===== src/rtl/pipe_share_ctrl.sv =====
// pipe_share_ctrl
// Shares one fixed-latency arithmetic pipeline between two requesters.
// - Round-robin arbitration with valid/ready handshakes. At most one operand
//   is issued per cycle.
// - A {valid, id} tag pipe runs beside the datapath, so each result returns
//   to the requester that issued it.
// - A flush sequencer stops issue, waits for in-flight work to drain, then
//   pulses flush_done.
//
// Optional build macro:
//   PIPE_SHARE_PRIO_EN - requester 0 gets strict priority instead of
//                        round-robin.
//
// Ports:
//   clock, reset                - posedge clock, synchronous active-low reset
//   req0_valid/data/ready       - requester 0 operand handshake
//   req1_valid/data/ready       - requester 1 operand handshake
//   pipe_in_data/pipe_in_valid  - operand to the pipeline (combinational from grant)
//   pipe_out_data               - pipeline result, LAT cycles after issue
//   rsp0_valid/rsp1_valid       - single-cycle result strobes, per requester
//   rsp_data                    - registered copy of pipe_out_data
//   flush_req/flush_done        - drain request / one-cycle completion pulse
//   busy                        - work in flight or sequencer not in RUN
module pipe_share_ctrl #(
  parameter int WIDTH = 32,
  parameter int LAT   = 3
) (
  input  logic             clock,
  input  logic             reset,
  input  logic             req0_valid,
  input  logic [WIDTH-1:0] req0_data,
  output logic             req0_ready,
  input  logic             req1_valid,
  input  logic [WIDTH-1:0] req1_data,
  output logic             req1_ready,
  output logic [WIDTH-1:0] pipe_in_data,
  output logic             pipe_in_valid,
  input  logic [WIDTH-1:0] pipe_out_data,
  output logic             rsp0_valid,
  output logic             rsp1_valid,
  output logic [WIDTH-1:0] rsp_data,
  input  logic             flush_req,
  output logic             flush_done,
  output logic             busy
);

  localparam int CW = $clog2(LAT + 2);

  typedef enum logic [1:0] {RUN, DRAIN, DONE} state_e;

  typedef struct packed {
    logic valid;
    logic id;
  } tag_t;

  state_e            state_q, state_d;
  tag_t [LAT-1:0]    tag_q, tag_d;
  logic              last_grant_q, last_grant_d;
  logic [CW-1:0]     in_flight_q, in_flight_d;
  logic              rsp0_valid_q, rsp0_valid_d;
  logic              rsp1_valid_q, rsp1_valid_d;
  logic [WIDTH-1:0]  rsp_data_q, rsp_data_d;

  logic grant_en;
  logic gnt_valid;
  logic gnt_id;
  logic retire;

  // ---------------------------------------------------------------- FSM
  // NOTE: reset is sampled on the clock edge only (synchronous). Every
  // sequential block tests it first, and nothing lists it in a sensitivity
  // list.
  always_ff @(posedge clock) begin
    if (!reset) state_q <= RUN;
    else        state_q <= state_d;
  end

  always_comb begin
    state_d = state_q;
    unique case (state_q)
      RUN:     if (flush_req) state_d = DRAIN;
      DRAIN:   if (in_flight_q == '0) state_d = DONE;
      DONE:    state_d = RUN;
      default: state_d = RUN;
    endcase
  end

  // Grants are gated by reset, so no handshake completes while reset is
  // held. A flush request in RUN also suppresses the grant that same cycle.
  always_comb begin
    grant_en   = reset && (state_q == RUN) && !flush_req;
    flush_done = (state_q == DONE);
  end

  // ---------------------------------------------------------- arbitration
  // NOTE: every signal assigned in an always_comb gets a default at the
  // top. Without it, a missed branch infers a latch.
  always_comb begin
    gnt_valid = 1'b0;
    gnt_id    = 1'b0;
    if (grant_en) begin
`ifdef PIPE_SHARE_PRIO_EN
      if (req0_valid) begin
        gnt_valid = 1'b1;
        gnt_id    = 1'b0;
      end else if (req1_valid) begin
        gnt_valid = 1'b1;
        gnt_id    = 1'b1;
      end
`else
      if (req0_valid && req1_valid) begin
        gnt_valid = 1'b1;
        gnt_id    = ~last_grant_q;
      end else if (req0_valid) begin
        gnt_valid = 1'b1;
        gnt_id    = 1'b0;
      end else if (req1_valid) begin
        gnt_valid = 1'b1;
        gnt_id    = 1'b1;
      end
`endif
    end
  end

  always_comb begin
    req0_ready    = gnt_valid && !gnt_id;
    req1_ready    = gnt_valid &&  gnt_id;
    pipe_in_valid = gnt_valid;
    pipe_in_data  = '0;
    if (gnt_valid) pipe_in_data = gnt_id ? req1_data : req0_data;
  end

  // ------------------------------------------- tag pipe and bookkeeping
  // Leaving the last tag stage is the retire event. The pipeline result is
  // captured on that edge and presented, with its strobe, on the following
  // cycle.
  assign retire = tag_q[LAT-1].valid;

  always_comb begin
    tag_d[0]       = '{valid: gnt_valid, id: gnt_id};
    for (int i = 1; i < LAT; i++) tag_d[i] = tag_q[i-1];

    last_grant_d   = gnt_valid ? gnt_id : last_grant_q;

    in_flight_d    = in_flight_q;
    if (gnt_valid && !retire)      in_flight_d = in_flight_q + CW'(1);
    else if (!gnt_valid && retire) in_flight_d = in_flight_q - CW'(1);

    rsp0_valid_d   = retire && !tag_q[LAT-1].id;
    rsp1_valid_d   = retire &&  tag_q[LAT-1].id;
    rsp_data_d     = retire ? pipe_out_data : rsp_data_q;
  end

  // NOTE: sequential state uses non-blocking assignments only. Every flop
  // then samples the pre-edge value, whatever order the statements are in.
  always_ff @(posedge clock) begin
    if (!reset) begin
      tag_q        <= '0;
      last_grant_q <= 1'b1;
      in_flight_q  <= '0;
      rsp0_valid_q <= 1'b0;
      rsp1_valid_q <= 1'b0;
      rsp_data_q   <= '0;
    end else begin
      tag_q        <= tag_d;
      last_grant_q <= last_grant_d;
      in_flight_q  <= in_flight_d;
      rsp0_valid_q <= rsp0_valid_d;
      rsp1_valid_q <= rsp1_valid_d;
      rsp_data_q   <= rsp_data_d;
    end
  end

  assign rsp0_valid = rsp0_valid_q;
  assign rsp1_valid = rsp1_valid_q;
  assign rsp_data   = rsp_data_q;
  assign busy       = (in_flight_q != '0) || (state_q != RUN);

endmodule


===== config.mk =====
export PLATFORM = sky130hd
export DESIGN_NAME = pipe_share_ctrl
export DESIGN_NICKNAME = d
export VERILOG_FILES = /design/src/rtl/pipe_share_ctrl.sv
export SDC_FILE = /design/constraint.sdc
export NUM_CORES = 1
export LEC_CHECK = 0
export ABC_AREA = 0
export BUFFER_PORTS_ARGS = -buffer_cell sky130_fd_sc_hd__buf_2
export CORE_MARGIN = 2
export CORE_UTILIZATION = 39
export DETAILED_ROUTE_END_ITERATION = 12
export PLACE_DENSITY_LB_ADDON = 0.1
export SKIP_CTS_REPAIR_TIMING = 1
export SLEW_MARGIN = 25
export SYNTH_ARGS = -nofsm -noshare
export SYNTH_HDL_FRONTEND = slang
export SYNTH_SLANG_ARGS = --single-unit

===== constraint.sdc =====
create_clock -name clock -period 2.9 [get_ports clock]
set_input_delay 0.58 -clock clock [delete_from_list [all_inputs] [get_ports clock]]
set_output_delay 0.58 -clock clock [all_outputs]
set_load 0.05 [all_outputs]

==> reports/qor.yml, run 1 <==
overflow: 0
cp-end-kind: "output pin"
multi_input_area_um2: 1100
grt_pass1_vias: 2200
critPathKind: "in -> out"
antenna_found_initial: 0
cp.arrival_ns: 1.94
ir_drop_mv: 0.217
grt_max_degree: 39
power_leakage_nw: 1.52
drc: 0
worstSkewPairLatency_ns: 0.29
synthAdderAreaFrac_pct: 1.54
drtIter0Drc: 55
fin_crit_sh_pct: 86.9
syn_area_um2: 2110
setup_tns_ns: 0
dieArea_um2: 6020
row_count: 26
maxSlewViolCount: 0
power_frac_seq_pct: 47.8
p_switching_mw: 0.444
place_congestion: 0.762
relSlewSlack_pct: 59.8
yosys_warnings: 0
fill_cells: 486
ys_types: 28
status: "finished, final reports clean"
hold_violations: 0
placeableCoreArea_um2: 5170
synthArstFlopShare_pct: 0
switching_share_pct: 32.0
synth_area_leaders: "dfxtp_1 (44%), mux2i_1 (16%), a32oi_1 (13%), nor2_1 (13%), clkbuf_1 (2.7%)"
holdCritPathClass: "reg -> reg"
synth_top_area_cell: "dfxtp_1"
power.internal_mw: 0.945
clock_tree.root_cell: "clkbuf_8"
syn2layout_area_growth_pct: 46.6
diodes: 0
tightest_slew_ns: 0.602
period_minus_slack_ns: 2.52
synth.ff_latch_count: 46
cts_tree: "done"
required_ns: 2.32
clockBufferDepth: 2
vias: 2273
dieWidth_um: 77.6
htreeDepth: 2
clockPowerShare_pct: 25.5
start_util_pct: 40.8
synth_top_family_by_area: "simple AND/OR/NAND/NOR gates"
power_density_nw_per_um2: 449
start_kind: "input pin"
synth_top_cell_area_share_pct: 43.6
die_y_um: 77.6
ff_latch_area_um2: 922
first_pass_iters: 4
cts.sinks: 46
synth_edf_count: 0
wl_per_cell_um: 12.3
antenna_left: 0
grt_usage_pct: 19.5
setup_violations: 0
viasPerCell: 4.88
synth_xor_area_share_pct: 0.829
layout_common_cells: "buf_2 (171), nor2_1 (71), dfxtp_1 (45)"
ys_seq_area_share_pct: 43.6
synth-simple-area-share_pct: 17.7
syn_area_per_cell_um2: 8.99
io_buffers: 171
pin_count: 172
max_freq_mhz: 397
clock_skew_ns: 0.00527
final_common_cell: "buf_2"
pwr-share-comb_pct: 26.7
drive_above_1_share_pct: 47.5
syn-num-nets: 338
rsz0062_at_grt: "no"
clk_pin_slew_worst_paths_ns: 0.08
cts_inserted_buffers: 5
routed_wl_um: 5740
ys.flop_type: "dfxtp_1"
synth_compound_area_share_pct: 15.1
fin_nets: 499
synthMuxAreaShare_pct: 15.6
cp_max_fo: 38
drv_cap: 0
grt_first_pass_wirelength_um: 9700
hold-worst-slack_ns: 0.403
synthCells: 235
dp_hpwl_um: 4330
metal layers:
layer  track usage (%)  wire (µm)  share of wire [%]
met1              21.6       2310                 40
met2              36.6       2960                 52
met3              4.19        404                7.0
met4              6.07         72                1.3
met5                 0          0                  0
sequential cells by signal, indices dropped and copies added, names as in the netlist:
name	count
last_grant_q	1
in_flight_q	3
retire	1
rsp0_valid	1
state_q	2
rsp_data	32
rsp1_valid	1
tag_d	4
tag_q	1
critical path: stages:
cell	delay, ns
buf_2	0.16
or4b_4	0.50
buf_4	0.27
nor2_1	0.15
buf_2	0.27
power groups by stage:
| stage | Combinational [mW] | Clock, mW | Sequential (mW) |
|---|---|---|---|
| 2_1_floorplan | 0.228 | 0 | 0.703 |
| 3_3_place_gp | 0.369 | 0 | 0.678 |
| 3_5_place_dp | 0.374 | 0 | 0.679 |
| 4_1_cts | 0.375 | 0.373 | 0.664 |
| 5_1_grt | 0.404 | 0.396 | 0.668 |
| 6_report | 0.371 | 0.354 | 0.664 |
kinds of logic (layout without fill, tap and decap cells):
logic type / after synthesis / after routing
xor+xnor: 2 / 2
compound gates: 38 / 38
buf+inv: 26 / 187
mux: 33 / 33
flops: 46 / 46
simple gates: 88 / 88
fa+ha+maj: 2 / 2
synthesized netlist by cell type, types with 3 or more instances:
library cell / instances
dfxtp_1: 46
nor2_1: 72
mux2i_1: 33
a32oi_1: 32
nor2b_1: 3
clkbuf_1: 15
buf_2: 4
inv_1: 3
and2_1: 4
area by class of cell:
type | count | share of cell area, %
inverters | 4 | 0.485
flip-flops and latches | 46 | 29.8
well taps | 70 | 2.83
multi-input cells | 163 | 35.4
clock buffers | 6 | 2.34
repair buffers | 176 | 28.9
clock inverters | 1 | 0.243
per-stage QoR:
stage	utilization, %	std cells	cell area (µm²)	power [mW]	setup WS [ns]
3_3_place_gp	58.3	459	3020	1.05	0.348
3_5_place_dp	58.3	459	3020	1.05	0.285
6_report	59.8	466	3100	1.39	0.379
4_1_cts	59.8	466	3100	1.41	0.365
5_1_grt	59.8	466	3100	1.47	0.271
2_1_floorplan	-	235	2130	0.932	0.0289
path summary, 6_finish.rpt:
| path | from | to | slack (ns) | cells past startpoint |
|---|---|---|---|---|
| setup / recovery | reset | pipe_in_data[22] | 0.38 | 5 |
| hold / removal | tag_q[4] | rsp0_valid | 0.40 | 1 |
| setup reg to reg | state_q[0] | in_flight_q[2] | 0.63 | 8 |
| hold reg to reg | tag_q[4] | rsp0_valid | 0.40 | 1 |
(Power assumes the default switching activity.)
==> inputs of run 2 (changes only) <==
Settings changed: RECOVER_POWER from default to 25, SLEW_MARGIN 25 to default.
==> run 2 against run 1 <==
Critical endpoint unchanged. Sequential power about the same. Cell area down 0.12%. Highest routed layer unchanged. Combinational power about the same. Sequential cell count unchanged. Register-to-register slack about the same. Count of clock-buffer cells in the layout unchanged. Total power about the same. Via count up 0.13%. Clock power about the same.
==> reports/qor.yml, run 2 (synthesis results as in run 1) <==
status: "finished, final reports clean"
slowest_delay_ns: 0.50  # about the same
required_ns: 2.32  # about the same
multi_input_area_um2: 1100  # unchanged
setup_ws_ns: 0.388  # +0.00851 ns
cts_tree: "done"
tightest_slew_ns: 1.09  # +0.490 ns
crit_top_cell: "buf_2"
place_ws_ns: 0.285  # unchanged
first_pass_iters: 4  # unchanged
critPathKind: "in -> out"
setup_tns_ns: 0  # unchanged
io_buffers: 171  # unchanged
worstSkewPairLatency_ns: 0.29  # about the same
final_common_cell: "buf_2"
start_kind: "input pin"
cts.sinks: 46  # unchanged
placeableCoreArea_um2: 5170  # unchanged
fin_crit_sh_pct: 86.6  # -0.29 points
diodes: 0  # unchanged
grt_usage_pct: 19.5  # unchanged
grt_max_degree: 39  # unchanged
largest_reg_flops: 32  # unchanged
rsz0062_at_grt: "no"
vias: 2276  # +0.13%
viasPerCell: 4.88  # +0.13%
crit_slowest_cell: "or4b_4"
ir_drop_mv: 0.217  # about the same
power_density_nw_per_um2: 449  # about the same
clock_tree.root_cell: "clkbuf_8"
power_leakage_nw: 1.52  # about the same
maxSlewViolCount: 0  # unchanged
die_y_um: 77.6  # unchanged
clk_pin_slew_worst_paths_ns: 0.08  # about the same
cp_max_fo: 38  # unchanged
syn2layout_area_growth_pct: 46.4
period_minus_slack_ns: 2.51  # -0.00851 ns
dp_hpwl_um: 4330  # unchanged
ff_latch_area_um2: 921  # -0.14%
drc: 0  # unchanged
fin_nets: 499  # unchanged
wl_per_cell_um: 12.3  # about the same
grt_pass1_vias: 2200  # unchanged
path_cells: "buf_2 -> or4b_4 -> buf_4 -> nor2_1 -> buf_2"
start_util_pct: 40.8  # unchanged
cp.arrival_ns: 1.93  # about the same
max_freq_mhz: 398  # +0.34%
clock_skew_ns: 0.00586  # +0.000592 ns
grt_first_pass_wirelength_um: 9700  # unchanged
layout_common_cells: "buf_2 (171), nor2_1 (71), dfxtp_1 (46)"
antenna_left: 0  # unchanged
pin_count: 172  # unchanged
htreeDepth: 2  # unchanged
routed_wl_um: 5740  # about the same
place_congestion: 0.762  # unchanged
drtIter0Drc: 54  # -1.8%
dieArea_um2: 6020  # unchanged
holdCritPathClass: "reg -> reg"
drive_above_1_share_pct: 47.0  # -0.51 points
setup_violations: 0  # unchanged
relSlewSlack_pct: 27.1  # -33 points
row_count: 26  # unchanged
dieWidth_um: 77.6  # unchanged
overflow: 0  # unchanged
cts_inserted_buffers: 5  # unchanged
drv_cap: 0  # unchanged
cp-end-kind: "output pin"
fill_cells: 487  # +0.21%
hold_violations: 0  # unchanged
antenna_found_initial: 0  # unchanged
clockBufferDepth: 2  # unchanged
## run 2: cell count changes in the layout (fill, tap and decap cells not counted)
cell / before / now
buf_4: 5 / 4
inv_1: 3 / 4
dfxtp_2: 1 / 0
clkbuf_2: 0 / 1
dfxtp_1: 45 / 46
inv_2: 1 / 0
## run 2: worst paths after layout
check                                         to  cells past startpoint  startpoint  slack [ns]
worst max-delay path            pipe_in_data[22]                      5       reset        0.39
worst min-delay path                  rsp0_valid                      1    tag_q[4]        0.40
worst max register to register    in_flight_q[2]                      8  state_q[0]        0.62
worst min register to register        rsp0_valid                      1    tag_q[4]        0.40
## run 2: where the power goes
group          switching (mW)  internal, mW
Clock                   0.188         0.165
Sequential             0.0131         0.651
Combinational           0.242         0.130
Total                   0.443         0.946
## run 2: routing by layer
| layer | vias up | track usage (%) | routed length [µm] |
|---|---|---|---|
| met5 | - | 0 | 0 |
| met4 | 0 | 6.07 | 72 |
| met3 | 6 | 4.19 | 402 |
| met2 | 102 | 36.6 | 2960 |
| met1 | 1018 | 21.6 | 2310 |
| li1 | 1150 | - | - |
## run 2: worst max-delay path, delay by kind of cell
family / cells / cell delay, ns
and+or+nand+nor: 2 / 0.65
buffers and inverters: 3 / 0.69
## run 2: metrics by stage
| stage | util (%) | power [mW] | hold slack [ns] | instances | cell area (µm²) |
|---|---|---|---|---|---|
| after floorplan | - | 0.932 | 0.384 | 235 | 2130 |
| after detailed placement | 58.3 | 1.05 | 0.397 | 459 | 3020 |
| final | 59.8 | 1.39 | 0.401 | 466 | 3090 |
| after CTS | 59.8 | 1.41 | 0.401 | 466 | 3100 |
| after global placement | 58.3 | 1.05 | 0.398 | 459 | 3020 |
| after global routing | 59.8 | 1.47 | 0.427 | 466 | 3090 |
## run 2: cell type report
cell class | instances | share of cell area, %
flip-flops and latches | 46 | 29.8
well taps | 70 | 2.83
multi-input cells | 163 | 35.5
clock inverters | 1 | 0.243
repair buffers | 176 | 28.8
inverters | 4 | 0.486
clock buffers | 6 | 2.35
==> inputs of run 3 (changes only) <==
Settings changed: CELL_PAD_IN_SITES_DETAIL_PLACEMENT from default to 0, CELL_PAD_IN_SITES_GLOBAL_PLACEMENT from default to 1, CORE_UTILIZATION 39 to 26, MAX_ROUTING_LAYER from default to met4.
==> run 3 against run 2 <==
Via count shrank 0.22%. Register-to-register slack barely moved. Die area grew 47%. Total power rose by 9.8%. Critical path type is now reg -> out. Clock skew rose by 0.0040 ns. Fmax is 0.21% higher. First-iteration DRC count grew 13%. Cell area up 2.9%. Worst hold slack improved by 0.017 ns. Critical path depth shrank 1. Sequential power about the same. Combinational power rose by 1%.
==> reports/qor.yml, run 3 (synthesis results as in run 1) <==
status: "finished, final reports clean"
cts_inserted_buffers: 5  # unchanged
grt_first_pass_wirelength_um: 9760  # +0.57%
fin_nets: 502  # +0.60%
critPathKind: "reg -> out"
rsz0062_at_grt: "no"
layout_common_cells: "buf_2 (170), nor2_1 (71), dfxtp_1 (46)"
grt_pass1_vias: 2105  # -4.3%
routed_wl_um: 6330  # +10%
slowest_delay_ns: 0.57  # +0.07 ns
setup_violations: 0  # unchanged
vias: 2271  # -0.22%
holdCritPathClass: "reg -> reg"
viasPerCell: 4.52  # -7.4%
syn2layout_area_growth_pct: 50.7
dieWidth_um: 94.1  # +21%
relSlewSlack_pct: 25.9  # -1.3 points
max_freq_mhz: 399  # +0.21%
startpoint: "state_q[0]"
routed-wl-met2_um: 3050  # +3.0%
die_y_um: 94.1  # +21%
row_count: 32  # +23%
tightest_slew_ns: 1.11  # +0.0190 ns
largest_reg_flops: 32  # unchanged
diodes: 0  # unchanged
power_density_nw_per_um2: 479  # +6.6%
crit_slowest_cell: "or4b_4"
cp-end-kind: "output pin"
cts.sinks: 46  # unchanged
period_minus_slack_ns: 2.51  # -0.00519 ns
cp_max_fo: 38  # unchanged
pwr-share-comb_pct: 24.7  # -2.0 points
drive_above_1_share_pct: 47.3  # +0.28 points
overflow: 0  # unchanged
worstHoldStart: "tag_q[4]"
dieArea_um2: 8860  # +47%
highest_layer: "met4"
drc: 0  # unchanged
multi_input_area_um2: 1100  # unchanged
clk_pin_slew_worst_paths_ns: 0.09  # about the same
path_cells: "or4b_4 -> buf_4 -> nor2_1 -> buf_2"
cts_tree: "done"
antenna_found_initial: 0  # unchanged
antenna_left: 0  # unchanged
maxSlewViolCount: 0  # unchanged
wl_per_cell_um: 12.6  # +2.4%
ff_latch_area_um2: 921  # unchanged
switching_share_pct: 31.7  # -0.22 points
p_switching_mw: 0.483  # +9.0%
cp.arrival_ns: 1.93  # about the same
grt_max_degree: 39  # unchanged
hold-worst-slack_ns: 0.418  # +0.0172 ns
ir_drop_mv: 0.173  # -20%
fill_cells: 831  # +71%
setup_tns_ns: 0  # unchanged
clock_tree.root_cell: "clkbuf_8"
grt_usage_pct: 14.1  # -5.4 points
crit-reg2reg-launch: "state_q[0]"
hold_violations: 0  # unchanged
clockPowerShare_pct: 31.8  # +6.3 points
pin_count: 172  # unchanged
start_util_pct: 27.1  # -14 points
first_pass_iters: 3  # -1
drv_cap: 0  # unchanged
wl_met1_um: 2630  # +14%
clock_skew_ns: 0.00990  # +0.00404 ns
power.internal_mw: 1.04  # +10%
worstSkewPairLatency_ns: 0.30  # about the same
clockBufferDepth: 2  # unchanged
dp_hpwl_um: 4740  # +9.5%
route.met3.wl_um: 553  # +38%
place_congestion: 0.683  # -10%
start_kind: "register"
htreeDepth: 2  # unchanged
drtIter0Drc: 61  # +13%
placeableCoreArea_um2: 7810  # +51%
final_common_cell: "buf_2"
power_leakage_nw: 1.55  # +1.8%
power_frac_seq_pct: 43.5  # -4.3 points
required_ns: 2.32  # about the same
io_buffers: 171  # unchanged
fin_crit_sh_pct: 86.5  # -0.18 points
==> run 3: cell count changes in the layout (fill, tap and decap cells not counted), sizes merged <==
| cell | before | now |
|---|---|---|
| inv | 4 | 5 |
| bufinv | 0 | 1 |
| clkinvlp | 1 | 0 |
| clkbuf | 7 | 8 |
| buf | 175 | 176 |
| clkinv | 0 | 1 |
==> run 3: worst paths after layout <==
check,endpoint,slack [ns],cells after the start
hold reg to reg,rsp0_valid,0.42,1
setup / recovery,pipe_in_data[20],0.39,4
hold / removal,rsp0_valid,0.42,1
setup reg to reg,in_flight_q[2],0.63,8
==> run 3: stage by stage <==
step | utilization [%] | setup slack (ns) | cells | power [mW] | area, µm²
5_1_grt | 40.8 | 0.270 | 502 | 1.61 | 3180
3_5_place_dp | 39.4 | 0.359 | 494 | 1.06 | 3080
3_3_place_gp | 39.4 | 0.360 | 494 | 1.06 | 3080
2_1_floorplan | - | 0.0289 | 235 | 0.932 | 2130
4_1_cts | 40.9 | 0.361 | 502 | 1.55 | 3190
6_report | 40.8 | 0.393 | 502 | 1.52 | 3180
==> run 3: critical path: cells and delay by family, from the launching register on <==
family / cells / cell delay (ns)
buffers and inverters: 2 / 0.55
DFF: 1 / 0.36
and+or+nand+nor: 2 / 0.72
==> run 3: cell type report <==
type	instances	area share, %
clock buffers	5	2.16
clock inverters	3	1.38
inverters	4	0.472
multi-input cells	163	34.5
flip-flops and latches	46	28.9
well taps	102	4.01
repair buffers	179	28.5
==> run 3: metal layers <==
| metal | up-vias | track usage, % |
|---|---|---|
| met3 | 8 | 3.61 |
| met4 | 0 | 4.47 |
| met2 | 107 | 24.0 |
| li1 | 1156 | - |
| met1 | 1000 | 16.1 |
| met5 | - | - |
==> run 3: power by group through the flow <==
stage / logic, mW / registers, mW / clock network, mW
after floorplan: 0.228 / 0.703 / 0
after CTS: 0.381 / 0.664 / 0.507
final: 0.376 / 0.664 / 0.485
after global routing: 0.410 / 0.668 / 0.529
after detailed placement: 0.380 / 0.679 / 0
after global placement: 0.379 / 0.678 / 0
